==> config.mk <==
export PLATFORM = sky130hd
export DESIGN_NAME = uart_tx_param
export DESIGN_NICKNAME = d
export VERILOG_FILES = /design/src/rtl/uart_tx_pkg.sv /design/src/rtl/uart_tx_fifo.sv /design/src/rtl/uart_tx_param.sv
export SDC_FILE = /design/constraint.sdc
export NUM_CORES = 1
export LEC_CHECK = 0
export CORE_UTILIZATION = 60
export DETAILED_ROUTE_END_ITERATION = 12
export PLACE_DENSITY = 0.82
export SLEW_MARGIN = 15
export SYNTH_ARGS = -nofsm -noshare
export SYNTH_HDL_FRONTEND = slang
export SYNTH_HIERARCHICAL = 1
export SYNTH_SLANG_ARGS = --single-unit
==> constraint.sdc <==
create_clock -name FPGA_CLK -period 3.5 [get_ports FPGA_CLK]
set_input_delay 0.35 -clock FPGA_CLK [delete_from_list [all_inputs] [get_ports FPGA_CLK]]
set_output_delay 0.35 -clock FPGA_CLK [all_outputs]
set_load 0.1 [all_outputs]
==> src/rtl/uart_tx_pkg.sv <==
// Shared types and helpers for the parametrised UART transmitter.
package uart_tx_pkg;

  // Transmit FSM states; encoding 3'd7 is unused and decodes to IDLE.
  typedef enum logic [2:0] {
    ST_IDLE   = 3'd0,
    ST_START  = 3'd1,
    ST_DATA   = 3'd2,
    ST_PARITY = 3'd3,
    ST_STOP1  = 3'd4,
    ST_STOP2  = 3'd5,
    ST_GUARD  = 3'd6
  } tx_state_e;

  // Widest legal data word.
  localparam int MAX_DATA_W = 9;

  // Width of the per-bit oversample counter (0..ovs-1).
  function automatic int bit_cnt_w(input int ovs);
    return $clog2(ovs);
  endfunction

  // Width of the data-bit / guard-bit index counter.
  function automatic int data_cnt_w(input int dw);
    return $clog2(dw + 1);
  endfunction

  // Parity over the low 'width' bits: even = XOR-reduce, odd = its inverse.
  function automatic logic calc_parity(input logic [MAX_DATA_W-1:0] data,
                                       input int width,
                                       input logic odd);
    logic p;
    p = 1'b0;
    for (int i = 0; i < MAX_DATA_W; i++) begin
      if (i < width) begin
        p = p ^ data[i];
      end
    end
    return p ^ odd;
  endfunction

endpackage

==> src/rtl/uart_tx_fifo.sv <==
// Single-clock show-ahead FIFO; full/empty come from the level counter.
module uart_tx_fifo #(
  parameter int W  = 8,
  parameter int AW = 4
) (
  input  logic          clk,
  input  logic          rst_n,
  input  logic          wr,
  input  logic [W-1:0]  wr_data,
  input  logic          rd,
  output logic [W-1:0]  rd_data,
  output logic [AW:0]   level,
  output logic          full,
  output logic          empty
);
  localparam int DEPTH = 1 << AW;

  logic [W-1:0]  mem [DEPTH];
  logic [AW-1:0] wr_ptr;
  logic [AW-1:0] rd_ptr;
  logic          wr_ok;
  logic          rd_ok;

  assign full    = (level == (AW+1)'(DEPTH));
  assign empty   = (level == (AW+1)'(0));
  assign wr_ok   = wr & ~full;
  assign rd_ok   = rd & ~empty;
  assign rd_data = mem[rd_ptr];

  // Storage array; contents need no reset since level gates every read.
  always_ff @(posedge clk) begin
    if (wr_ok) begin
      mem[wr_ptr] <= wr_data;
    end
  end

  // Pointers wrap naturally at the depth; level tracks occupancy.
  always_ff @(posedge clk) begin
    if (!rst_n) begin
      wr_ptr <= '0;
      rd_ptr <= '0;
      level  <= '0;
    end else begin
      if (wr_ok) begin
        wr_ptr <= wr_ptr + AW'(1);
      end
      if (rd_ok) begin
        rd_ptr <= rd_ptr + AW'(1);
      end
      case ({wr_ok, rd_ok})
        2'b10:   level <= level + (AW+1)'(1);
        2'b01:   level <= level - (AW+1)'(1);
        default: level <= level;
      endcase
    end
  end

endmodule

==> src/rtl/uart_tx_param.sv <==
// Parametrised UART transmitter with TX FIFO, CTS flow control and guard time.
module uart_tx_param
  import uart_tx_pkg::*;
#(
  parameter int P_DATA_W  = 8,
  parameter int P_OVS     = 16,
  parameter int P_FIFO_AW = 4
) (
  input  logic                 FPGA_CLK,
  input  logic                 FPGA_RST_N,
  input  logic                 IBAUD_TICK,
  input  logic                 ITX_DVLD,
  input  logic [P_DATA_W-1:0]  ITX_DT,
  output logic                 OTX_READY,
  output logic                 OTX_OVF,
  output logic [P_FIFO_AW:0]   OFIFO_LVL,
  output logic                 OTX_BUSY,
  output logic                 OTX_DONE,
  output logic                 OTXD,
  input  logic                 ICTS,
  input  logic                 ICTS_EN,
  input  logic                 IPARITY_EN,
  input  logic                 IODD_PARITY,
  input  logic                 ISTOP2_EN,
  input  logic [1:0]           IGUARD
);
  localparam int BCW = bit_cnt_w(P_OVS);
  localparam int DCW = data_cnt_w(P_DATA_W);
  localparam logic [BCW-1:0] BIT_LAST  = BCW'(P_OVS - 1);
  localparam logic [DCW-1:0] DATA_LAST = DCW'(P_DATA_W - 1);

  tx_state_e            state;
  tx_state_e            state_nx;
  logic                 cts_meta;
  logic                 cts_sync;
  logic                 fifo_full;
  logic                 fifo_empty;
  logic [P_DATA_W-1:0]  fifo_data;
  logic                 pop;
  logic [BCW-1:0]       bit_cnt;
  logic [DCW-1:0]       idx;
  logic [P_DATA_W-1:0]  shreg;
  logic [P_DATA_W-1:0]  shreg_nx;
  logic                 par_en;
  logic                 par_bit;
  logic                 stop2;
  logic [1:0]           guard;
  logic                 txd;
  logic                 txd_nx;
  logic                 bit_end;
  logic                 done;
  logic                 cts_ok;

  uart_tx_fifo #(
    .W  (P_DATA_W),
    .AW (P_FIFO_AW)
  ) u_fifo (
    .clk     (FPGA_CLK),
    .rst_n   (FPGA_RST_N),
    .wr      (ITX_DVLD),
    .wr_data (ITX_DT),
    .rd      (pop),
    .rd_data (fifo_data),
    .level   (OFIFO_LVL),
    .full    (fifo_full),
    .empty   (fifo_empty)
  );

  assign bit_end   = IBAUD_TICK & (bit_cnt == BIT_LAST);
  assign cts_ok    = ~ICTS_EN | ~cts_sync;
  assign OTX_READY = ~fifo_full;
  assign OTX_OVF   = ITX_DVLD & fifo_full;
  assign OTX_BUSY  = (state != ST_IDLE);
  assign OTX_DONE  = done;
  assign OTXD      = txd;

  // Two-flop synchroniser for the asynchronous clear-to-send input.
  always_ff @(posedge FPGA_CLK) begin
    if (!FPGA_RST_N) begin
      cts_meta <= 1'b1;
      cts_sync <= 1'b1;
    end else begin
      cts_meta <= ICTS;
      cts_sync <= cts_meta;
    end
  end

  // Next-state, FIFO pop, shift and end-of-frame decode.
  always_comb begin
    state_nx = state;
    shreg_nx = shreg;
    pop      = 1'b0;
    done     = 1'b0;
    case (state)
      ST_IDLE: begin
        if (!fifo_empty && cts_ok) begin
          state_nx = ST_START;
          pop      = 1'b1;
          shreg_nx = fifo_data;
        end else begin
          state_nx = ST_IDLE;
        end
      end
      ST_START: begin
        if (bit_end) state_nx = ST_DATA;
        else         state_nx = ST_START;
      end
      ST_DATA: begin
        if (bit_end) begin
          shreg_nx = shreg >> 1;
          if (idx == DATA_LAST) state_nx = par_en ? ST_PARITY : ST_STOP1;
          else                  state_nx = ST_DATA;
        end else begin
          state_nx = ST_DATA;
        end
      end
      ST_PARITY: begin
        if (bit_end) state_nx = ST_STOP1;
        else         state_nx = ST_PARITY;
      end
      ST_STOP1: begin
        if (bit_end) begin
          if (stop2) begin
            state_nx = ST_STOP2;
          end else if (guard != 2'd0) begin
            state_nx = ST_GUARD;
          end else begin
            state_nx = ST_IDLE;
            done     = 1'b1;
          end
        end else begin
          state_nx = ST_STOP1;
        end
      end
      ST_STOP2: begin
        if (bit_end) begin
          if (guard != 2'd0) begin
            state_nx = ST_GUARD;
          end else begin
            state_nx = ST_IDLE;
            done     = 1'b1;
          end
        end else begin
          state_nx = ST_STOP2;
        end
      end
      ST_GUARD: begin
        if (bit_end && ((idx + DCW'(1)) == DCW'(guard))) begin
          state_nx = ST_IDLE;
          done     = 1'b1;
        end else begin
          state_nx = ST_GUARD;
        end
      end
      default: begin
        state_nx = ST_IDLE;
      end
    endcase
  end

  // Serial line value for the state being entered, so OTXD moves with the state.
  always_comb begin
    txd_nx = 1'b1;
    case (state_nx)
      ST_START:  txd_nx = 1'b0;
      ST_DATA:   txd_nx = shreg_nx[0];
      ST_PARITY: txd_nx = par_bit;
      default:   txd_nx = 1'b1;
    endcase
  end

  // State, shift register, line register and bit/index counters.
  always_ff @(posedge FPGA_CLK) begin
    if (!FPGA_RST_N) begin
      state   <= ST_IDLE;
      shreg   <= '0;
      txd     <= 1'b1;
      bit_cnt <= '0;
      idx     <= '0;
    end else begin
      state <= state_nx;
      shreg <= shreg_nx;
      txd   <= txd_nx;
      if (state_nx != state) begin
        bit_cnt <= '0;
        idx     <= '0;
      end else if (bit_end) begin
        bit_cnt <= '0;
        idx     <= idx + DCW'(1);
      end else if (IBAUD_TICK && (state != ST_IDLE)) begin
        bit_cnt <= bit_cnt + BCW'(1);
      end else begin
        bit_cnt <= bit_cnt;
      end
    end
  end

  // Frame configuration and parity captured when a word is popped.
  always_ff @(posedge FPGA_CLK) begin
    if (!FPGA_RST_N) begin
      par_en  <= 1'b0;
      par_bit <= 1'b0;
      stop2   <= 1'b0;
      guard   <= 2'd0;
    end else if (pop) begin
      par_en  <= IPARITY_EN;
      par_bit <= calc_parity(MAX_DATA_W'(fifo_data), P_DATA_W, IODD_PARITY);
      stop2   <= ISTOP2_EN;
      guard   <= IGUARD;
    end
  end

endmodule
==> results_dict.tcl, run 1 <==
set metrics [dict create \
    synth_seq_area_share 0.6300 \
    rows 40 \
    min_period_over_period 0.8640 \
    via_per_inst 6.006 \
    crit_path_end_kind "flip-flop" \
    port-buffer-count 28 \
    path_cells "or4_1, nor2_1, a21oi_1, nand2_2, inv_2, o21ai_4, inv_1, ha_1, or4b_2, a21oi_1, a31oi_1, nand3b_1" \
    place_area_sq_mm 0.007921 \
    numCtsBuffers 17 \
    hold_viol 0 \
    insertion_delay_ns 0.42 \
    drive_gt1_frac 0.1515 \
    crit_path_frequent_cell "a21oi_1" \
    dieWidth_microns 113.8 \
    synth-main-ff-cell "edfxtp_1" \
    synth_commonest_cells "128 x edfxtp_1, 44 x dfxtp_1, 31 x nor2_1, 29 x nand2_1, 28 x mux4_1" \
    h-tree-depth 4 \
    grt_pass1_wl_microns 21700 \
    grt_overflow 0 \
    syn_inst 472 \
    antenna_found_initial 0 \
    post-route-drc-count 0 \
    fin_cells 683 \
    nets 534 \
    fin_tns_setup_ns 0 \
    crit_fanout 10 \
    drt_iter0_drc 393 \
    status "finished, final reports clean" \
    synth_top_area_share 0.5125 \
    diodes 0 \
    cts_root_buf "clkbuf_16" \
    finalSetupViolCount 0 \
    ys_types 68 \
    hold_buffers 0 \
    synth_seq_cells 172 \
    drtAntennaViolNets 0 \
    postCtsSetupBuffers 0 \
    routed_wl_microns 13850 \
    fmax_mhz 330.7 \
    design.core.area_sq_mm 0.01211 \
    synth_top_area_cell "edfxtp_1" \
    period_needed_ns 3.024 \
    cts.clk_slew.worst_paths_ns 0.06 \
    start_util 0.6192 \
    tritoncts "built" \
    cts-resized-gates 0 \
    vias 4102 \
    pwr_density_cell_mw_per_mm2 695.7 \
    critPathArrivalTime_ns 3.38 \
    maxSlewViolCount 0 \
    tightest_slew_ns 0.9778 \
    clock_sink_count 172 \
    regArea_sq_mm 0.004731 \
    cp.required_ns 3.85 \
    critPathKind "flip-flop to flip-flop" \
    grt_pass1_vias 4035 \
    critPathBufInv 2 \
    track_usage 0.2335 \
    start_kind "flip-flop" \
    n_fill_cell 808 \
    post-synth-top-count-cell "edfxtp_1" \
    max_cap_viol_count 0 \
    ys_warn_count 6 \
    crit_family "simple AND/OR/NAND/NOR gates" \
    whs_ns 0.4254 \
    synth.area.top_cells "edfxtp_1 51%, dfxtp_1 12%, mux4_1 9.8%, mux4_2 3.6%, ha_1 1.7%" \
    grt_max_degree 33 \
    slowest_delay_ns 0.69 \
    gp_congestion 0.9133 \
    place_inst 654 \
    multi_input_area_sq_mm 0.002564 \
    dp_hpwl_microns 9202 \
    slew_headroom 0.3457 \
    ioPinCount 29 \
    grt_setup_unrepaired "false" \
    hold_class "flip-flop to flip-flop" \
    cts_max_path_buffers 2 \
    cpMaxStageDelayCell "or4b_2" \
    finClkSkew_ns 0.008604 \
    ir_worst_vdd_uv 444.3 \
    syn_area_sq_mm 0.007500 \
    first_pass_iters 5 \
    final_area_sq_mm 0.008494 \
    synthArstFlopShare 0 \
    area_delta_synth_final_pct 13.26 \
    synth_edf_count 128 \
    final_util 0.7013 \
    syn-num-nets 501 \
    avgRoutedWirePerCell_microns 20.27 \
    dieHeight_microns 113.8 \
    cellLeakagePower_nw 2.802 \
    die_area_sq_mm 0.01295 \
    postSynthAreaPerCell_sq_um 15.89 \
]
==> final timing paths <==
kind / start / endpoint / slack, ns / cells past startpoint
max: u_fifo/level[0]$_SDFFE_PN0P_ / u_fifo/level[4]$_SDFFE_PN0P_ / 0.48 / 12
min: cts_meta$_SDFF_PN1_ / cts_sync$_SDFF_PN1_ / 0.43 / 1
max reg2reg: u_fifo/level[0]$_SDFFE_PN0P_ / u_fifo/level[4]$_SDFFE_PN0P_ / 0.48 / 12
min reg2reg: cts_meta$_SDFF_PN1_ / cts_sync$_SDFF_PN1_ / 0.43 / 1
==> worst reg2reg max path, stage by stage (launching register included) <==
cell and delay (ns):
dfxtp_2 0.35, or4_1 0.56, nor2_1 0.12, a21oi_1 0.08, nand2_2 0.17, inv_2 0.07
o21ai_4 0.09, inv_1 0.06, ha_1 0.41, or4b_2 0.69, a21oi_1 0.19, a31oi_1 0.07
nand3b_1 0.10
==> layer usage <==
metal  vias up  global-route usage  wire length [microns]
met5         -                   0                      0
met2       127              0.4033                   7133
met4         0             0.08571                    117
met3         9             0.05048                    671
li1       1926                   -                      -
met1      2040              0.2926                   5922
==> layout by cell type, fill, tap and decap left out, types with 4 or more instances in the layout <==
cell             Yosys  final
xnor2_1             13     13
inv_1               11     11
mux4_1              28     28
o21a_1               5      5
clkbuf_16            0     17
a21oi_1              7      7
ha_1                10     10
edfxtp_1           128    128
nand3_1             10     10
nand2b_1             5      5
nor2b_1              6      6
a21boi_0             9      9
buf_4                4     15
mux2i_1              4      4
dfxtp_1             44     39
dfxtp_2              0      5
nor4_1               4      4
a22oi_1              9      9
clkdlybuf4s50_1      0     25
nand2_1             29     29
nor2_1              31     31
mux4_2              12     12
nor3_1              13     13
xor2_1              12     12
==> final cells by class <==
type,instances,area share
well taps,168,0.02475
flip-flops and latches,172,0.5569
clock inverters,11,0.01694
clock buffers,18,0.05052
multi-input cells,261,0.3018
inverters,13,0.006334
repair buffers,40,0.04272
==> where the power goes <==
| group | switching, W | total [W] | leakage (nW) | internal [W] |
|---|---|---|---|---|
| Clock | 0.000732 | 0.00184 | 0.274 | 0.00111 |
| Combinational | 0.000938 | 0.00161 | 1.01 | 0.000673 |
| Sequential | 0.000117 | 0.00246 | 1.52 | 0.00234 |
| Total | 0.00179 | 0.00591 | 2.80 | 0.00412 |
==> through the flow <==
stage | worst slack [ns] | total power [W]
finish | 0.4760 | 0.005910
global placement | 0.6156 | 0.004063
floorplan | -0.06665 | 0.003778
detailed placement | 0.5793 | 0.004105
CTS | 0.4831 | 0.005947
global route | 0.3574 | 0.006152
==> registers in the layout, indices dropped and copies added (netlist names), named ones only <==
| signal | count |
|---|---|
| OTXD | 1 |
| bit_cnt | 4 |
| cts_meta | 1 |
| cts_sync | 1 |
| guard | 2 |
| idx | 4 |
| par_bit | 1 |
| par_en | 1 |
| shreg | 8 |
| state | 3 |
| stop2 | 1 |
| u_fifo/level | 5 |
| u_fifo/mem | 128 |
| u_fifo/rd_ptr | 4 |
| u_fifo/wr_ptr | 4 |
==> kinds of logic (layout without fill, tap and decap cells) <==
family / Yosys count / count (layout) / synth area share
adder cells (fa/ha/maj): 10 / 10 / 0.01668
XOR/XNOR: 25 / 25 / 0.02920
flip-flops: 172 / 172 / 0.6300
AO/OA/AOI/OAI: 63 / 63 / 0.07441
multiplexers: 44 / 44 / 0.1395
AND/OR/NAND/NOR: 119 / 119 / 0.08208
buffers and inverters: 39 / 82 / 0.02819
(Power assumes the default switching activity.)
==> inputs of run 2 (changes only) <==
Settings changed: CORE_MARGIN from default to 5, CORE_UTILIZATION 60 to 54, PLACE_DENSITY 0.82 to 0.78, SYNTH_HIERARCHICAL 1 to default.
Clock period 3.5 ns to 2.7 ns, I/O delays scaled along.
==> results_dict.tcl, run 2 <==
set metrics [dict create \
    status "finished, final reports clean" \
    r2r_cells 7 \
    insertion_delay_ns 0.43 \
    cts.clk_slew.worst_paths_ns 0.07 \
    finalSetupViolCount 0 \
    crit_path_end_kind "flip-flop" \
    path_cells "mux4_1, mux4_2, a21o_1, a22o_1, a211o_1, a21oi_1, nor3b_2" \
    avgRoutedWirePerCell_microns 20.58 \
    finClkSkew_ns 0.006420 \
    hold_buffers 0 \
    grt_overflow 0 \
    fin_tns_setup_ns 0 \
    gp_congestion 0.8852 \
    hold_class "primary input to flip-flop" \
    multi_input_area_sq_mm 0.002382 \
    grt_max_degree 34 \
    synth_edf_count 128 \
    dieWidth_microns 125.5 \
    syn_inst 485 \
    tritoncts "built" \
    syn_area_sq_mm 0.007204 \
    h-tree-depth 4 \
    min_period_over_period 0.9546 \
    grt_pass1_vias 4437 \
    slowest_delay_ns 0.56 \
    maxSlewViolCount 0 \
    mostFrequentLayoutCells "128 x edfxtp_1, 57 x buf_4, 38 x dfxtp_1, 33 x nand2_1, 32 x mux4_2" \
    routed_wl_microns 15390 \
    period_needed_ns 2.577 \
    critPathKind "flip-flop to flip-flop" \
    drive_gt1_frac 0.2448 \
    cp.required_ns 3.02 \
    syn-num-nets 516 \
    dieHeight_microns 125.5 \
    via_per_inst 5.904 \
    postSynthAreaPerCell_sq_um 14.85 \
    numCtsBuffers 17 \
    top_regs "u_fifo.mem: 128 flops, shreg: 8 flops, u_fifo.level: 5 flops" \
    design.core.area_sq_mm 0.01314 \
    die_area_sq_mm 0.01575 \
    synth_commonest_cells "128 x edfxtp_1, 44 x dfxtp_1, 34 x nand2_1, 32 x mux4_2, 31 x nor2_1" \
    dp_hpwl_microns 9578 \
    cts_max_path_buffers 2 \
    synthArstFlopShare 0 \
    final_util 0.6614 \
    synth-main-ff-cell "edfxtp_1" \
    diodes 0 \
    nets 591 \
    vias 4416 \
    cpMaxStageDelayCell "mux4_1" \
    largest_reg_flops 128 \
    tightest_slew_ns 0.5440 \
    min_path_cells 3 \
    fmax_mhz 388.0 \
    hold_viol 0 \
    critPathArrivalTime_ns 2.90 \
    critPathBufInv 0 \
    path_depth 7 \
    pwr_density_cell_mw_per_mm2 870.4 \
    final_common_cell "edfxtp_1" \
    cellLeakagePower_nw 3.008 \
    rows 42 \
    post-synth-top-count-cell "edfxtp_1" \
    crit_family "multiplexers" \
    cts_root_buf "clkbuf_16" \
    fin_cells 748 \
    first_pass_iters 5 \
    post-route-drc-count 0 \
    port-buffer-count 28 \
    drt_iter0_drc 389 \
    clock_sink_count 172 \
    start_util 0.5484 \
    n_fill_cell 896 \
    ir_worst_vdd_uv 672.7 \
    max_cap_viol_count 0 \
    grt_setup_unrepaired "false" \
    ioPinCount 29 \
    power_w 0.007563 \
    antenna_found_initial 0 \
    synth.area.top_cells "edfxtp_1 53%, dfxtp_1 12%, mux4_2 10%, ha_1 1.9%, nand2_1 1.8%" \
    ys_warn_count 0 \
    grt_pass1_wl_microns 24010 \
    top_register "u_fifo.mem" \
    synth_top_area_share 0.5335 \
    synth_seq_area_share 0.6558 \
    track_usage 0.1998 \
    crit_fanout 6 \
    drtAntennaViolNets 0 \
    synth_top_area_cell "edfxtp_1" \
    ys_types 53 \
    regArea_sq_mm 0.004747 \
    start_kind "flip-flop" \
    area_delta_synth_final_pct 20.61 \
    place_inst 702 \
    slew_headroom 0.6362 \
    synth_seq_cells 172 \
]
run 2: cell types whose count changed in the layout (fill, tap and decap cells not counted), sizes merged, moves of 5 or more:
cell,delta
clkdlybuf4s50,-7
xor2,-5
buf,+45
inv,+8
nand3,-5
and2,+14
mux4,-7
run 2: layout make-up:
type                            count  area share
Clock buffer                       17     0.04896
Clock inverter                     14     0.02117
Inverter                           16    0.007199
Multi-Input combinational cell    275      0.2742
Sequential cell                   172      0.5463
Tap cell                          176     0.02534
Timing Repair Buffer               78     0.07689
run 2: per-layer routing:
layer / track usage / vias up / wire (microns)
li1: - / 1999 / -
met1: 0.2537 / 2233 / 6353
met2: 0.3364 / 165 / 7828
met3: 0.05117 / 19 / 945
met4: 0.06824 / 0 / 263
met5: 0 / - / 0
run 2: final timing paths:
check	startpoint	endpoint	slack, ns
worst min register to register	cts_meta$_SDFF_PN1_	cts_sync$_SDFF_PN1_	0.42
worst max-delay path	flip-flop	par_bit$_SDFFE_PN0P_	0.12
worst max register to register	flip-flop	par_bit$_SDFFE_PN0P_	0.12
worst min-delay path	IGUARD[0]	guard[0]$_SDFFE_PN0P_	0.40
run 2: cells by family after synthesis:
family                     synth area share
AOI/OAI and AO/OA                   0.07172
xor gates and xnor gates            0.02553
adders and majority gates           0.02188
buffers and inverters               0.02292
DFF                                  0.6558
muxes                                0.1134
and+or+nand+nor                     0.08875
run 2: metrics by stage:
stage	cell area (sq um)	worst slack, ns	hold WS [ns]
floorplan	7288	-0.1344	0.3430
global placement	7949	0.1774	0.4047
CTS	8581	0.03586	0.3934
global route	8690	0.001171	0.4284
finish	8690	0.1227	0.4044
detailed placement	7949	0.07332	0.3968
run 2: what timing repair did:
item / CTS / global route
endpoints found under the setup margin: 1 / 2
gates resized for setup: 2 / 3
buffers inserted: 2 / 13
pin swaps: 1 / 4
run 2: worst min-delay path: stages:
cell             delay [ns]
clkdlybuf4s50_1        0.40
nand2_1                0.05
a21boi_0               0.06
run 2: power breakdown:
group | internal, W | total, W | leakage (nW) | switching [W]
Combinational | 0.000788 | 0.00188 | 1.19 | 0.00109
Clock | 0.00148 | 0.00252 | 0.303 | 0.00105
Sequential | 0.00303 | 0.00316 | 1.52 | 0.000136
Total | 0.00529 | 0.00756 | 3.01 | 0.00227
==> inputs of run 3 (changes only) <==
Settings changed: CELL_PAD_IN_SITES_DETAIL_PLACEMENT from default to 2, CELL_PAD_IN_SITES_GLOBAL_PLACEMENT from default to 2, CORE_UTILIZATION 54 to 40.
==> results_dict.tcl, run 3 (synthesized netlist as in run 2, its figures left out) <==
set metrics [dict create \
    fmax_mhz 376.0 \
    dieHeight_microns 144.2 \
    clock_sink_count 172 \
    cts_root_buf "clkbuf_16" \
    whs_ns 0.3977 \
    diodes 0 \
    critPathKind "flip-flop to flip-flop" \
    min_period_over_period 0.9850 \
    tightest_slew_ns 0.5904 \
    cellLeakagePower_nw 2.972 \
    die_area_sq_mm 0.02080 \
    pwr_density_cell_mw_per_mm2 873.8 \
    drive_gt1_frac 0.2531 \
    routed_wl_microns 19720 \
    cts.clk_slew.worst_paths_ns 0.07 \
    dp_hpwl_microns 12910 \
    hold_viol 0 \
    crit_fanout 7 \
    finalSetupViolCount 0 \
    area_delta_synth_final_pct 21.78 \
    insertion_delay_ns 0.44 \
    numCtsBuffers 17 \
    start_util 0.4038 \
    gp_congestion 0.7848 \
    period_needed_ns 2.660 \
    grt_pass1_wl_microns 30130 \
    n_fill_cell 1635 \
    final_util 0.4918 \
    critPathArrivalTime_ns 2.98 \
    grt_setup_unrepaired "true" \
    top_register "u_fifo.mem" \
    cts_max_path_buffers 2 \
    h-tree-depth 4 \
    antenna_found_initial 0 \
    ioPinCount 29 \
    status "finished, final reports clean" \
    dieWidth_microns 144.2 \
    avgRoutedWirePerCell_microns 24.83 \
    grt_overflow 0 \
    rows 49 \
    max_cap_viol_count 0 \
    hold_class "primary input to flip-flop" \
    crit_path_end_kind "flip-flop" \
    final_common_cell "edfxtp_1" \
    drt_iter0_drc 191 \
    slew_headroom 0.6052 \
    mostFrequentLayoutCells "128 x edfxtp_1, 47 x buf_4, 38 x dfxtp_1, 33 x nand2_1, 33 x mux4_2" \
    post-route-drc-count 0 \
    vias 4396 \
    track_usage 0.1999 \
    drtAntennaViolNets 0 \
    first_pass_iters 4 \
    grt_max_degree 34 \
    nets 583 \
    tritoncts "built" \
    cp.required_ns 3.02 \
    top_regs "u_fifo.mem: 128 flops, shreg: 8 flops, u_fifo.level: 5 flops" \
    fin_tns_setup_ns 0 \
    grt_pass1_vias 4884 \
    finClkSkew_ns 0.01615 \
    design.core.area_sq_mm 0.01784 \
    port-buffer-count 28 \
    via_per_inst 5.537 \
    maxSlewViolCount 0 \
    start_kind "flip-flop" \
    largest_reg_flops 128 \
    ir_worst_vdd_uv 541.6 \
]
## run 3: final cells by class
cell class,count,area (sq um),area share
Sequential cell,172,4747,0.5411
Multi-Input combinational cell,275,2436,0.2777
Timing Repair Buffer,70,629.4,0.07173
Clock buffer,17,425.4,0.04849
Tap cell,229,286.5,0.03266
Clock inverter,15,186.4,0.02125
Inverter,16,62.56,0.007131
## run 3: metrics by stage
step           setup WS, ns  instances  area [sq um]  total power, W
6_report            0.04048        794          8773        0.007666
5_1_grt            -0.03021        794          8773        0.008031
4_1_cts             0.01540        785          8646        0.007641
3_5_place_dp       -0.04269        753          8000        0.005098
3_3_place_gp        0.01095        753          8000        0.004983
2_1_floorplan       -0.1344        485          7288        0.004522
## run 3: path summary, 6_finish.rpt
| path | from | to | slack, ns | cells past startpoint |
|---|---|---|---|---|
| setup / recovery | flip-flop | par_bit$_SDFFE_PN0P_ | 0.04 | 7 |
| hold / removal | IPARITY_EN | par_en$_SDFFE_PN0P_ | 0.40 | 3 |
| setup reg to reg | flip-flop | par_bit$_SDFFE_PN0P_ | 0.04 | 7 |
| hold reg to reg | cts_meta$_SDFF_PN1_ | cts_sync$_SDFF_PN1_ | 0.42 | 1 |
## run 3: report_power, final
part	internal, W	leakage [nW]	switching, W
clock	0.00126	0.297	0.00124
sequential	0.00302	1.52	0.000157
combinational	0.000785	1.16	0.00119
## run 3: repair_timing
action	in CTS	in global routing
hold buffers	0	0
buffers inserted	0	8
resized for setup	7	9
pin swaps	0	2
gates cloned	0	1
hold endpoints to repair	0	0
setup endpoints to repair	2	3
## run 3: worst max-delay path, cell delays in order (launching register included)
cell and delay, ns:
dfxtp_4 0.45, mux4_2 0.55, mux4_2 0.55, a21o_1 0.22
a22o_1 0.23, a211o_1 0.31, a21oi_2 0.17, nor3b_2 0.06
## run 3: layer usage
metal | vias to the layer above | wire [microns] | track usage
met4 | 0 | 477 | 0.06087
met2 | 99 | 10450 | 0.3606
li1 | 1978 | - | -
met3 | 31 | 752 | 0.04266
met5 | - | 0 | 0
met1 | 2288 | 8034 | 0.2405
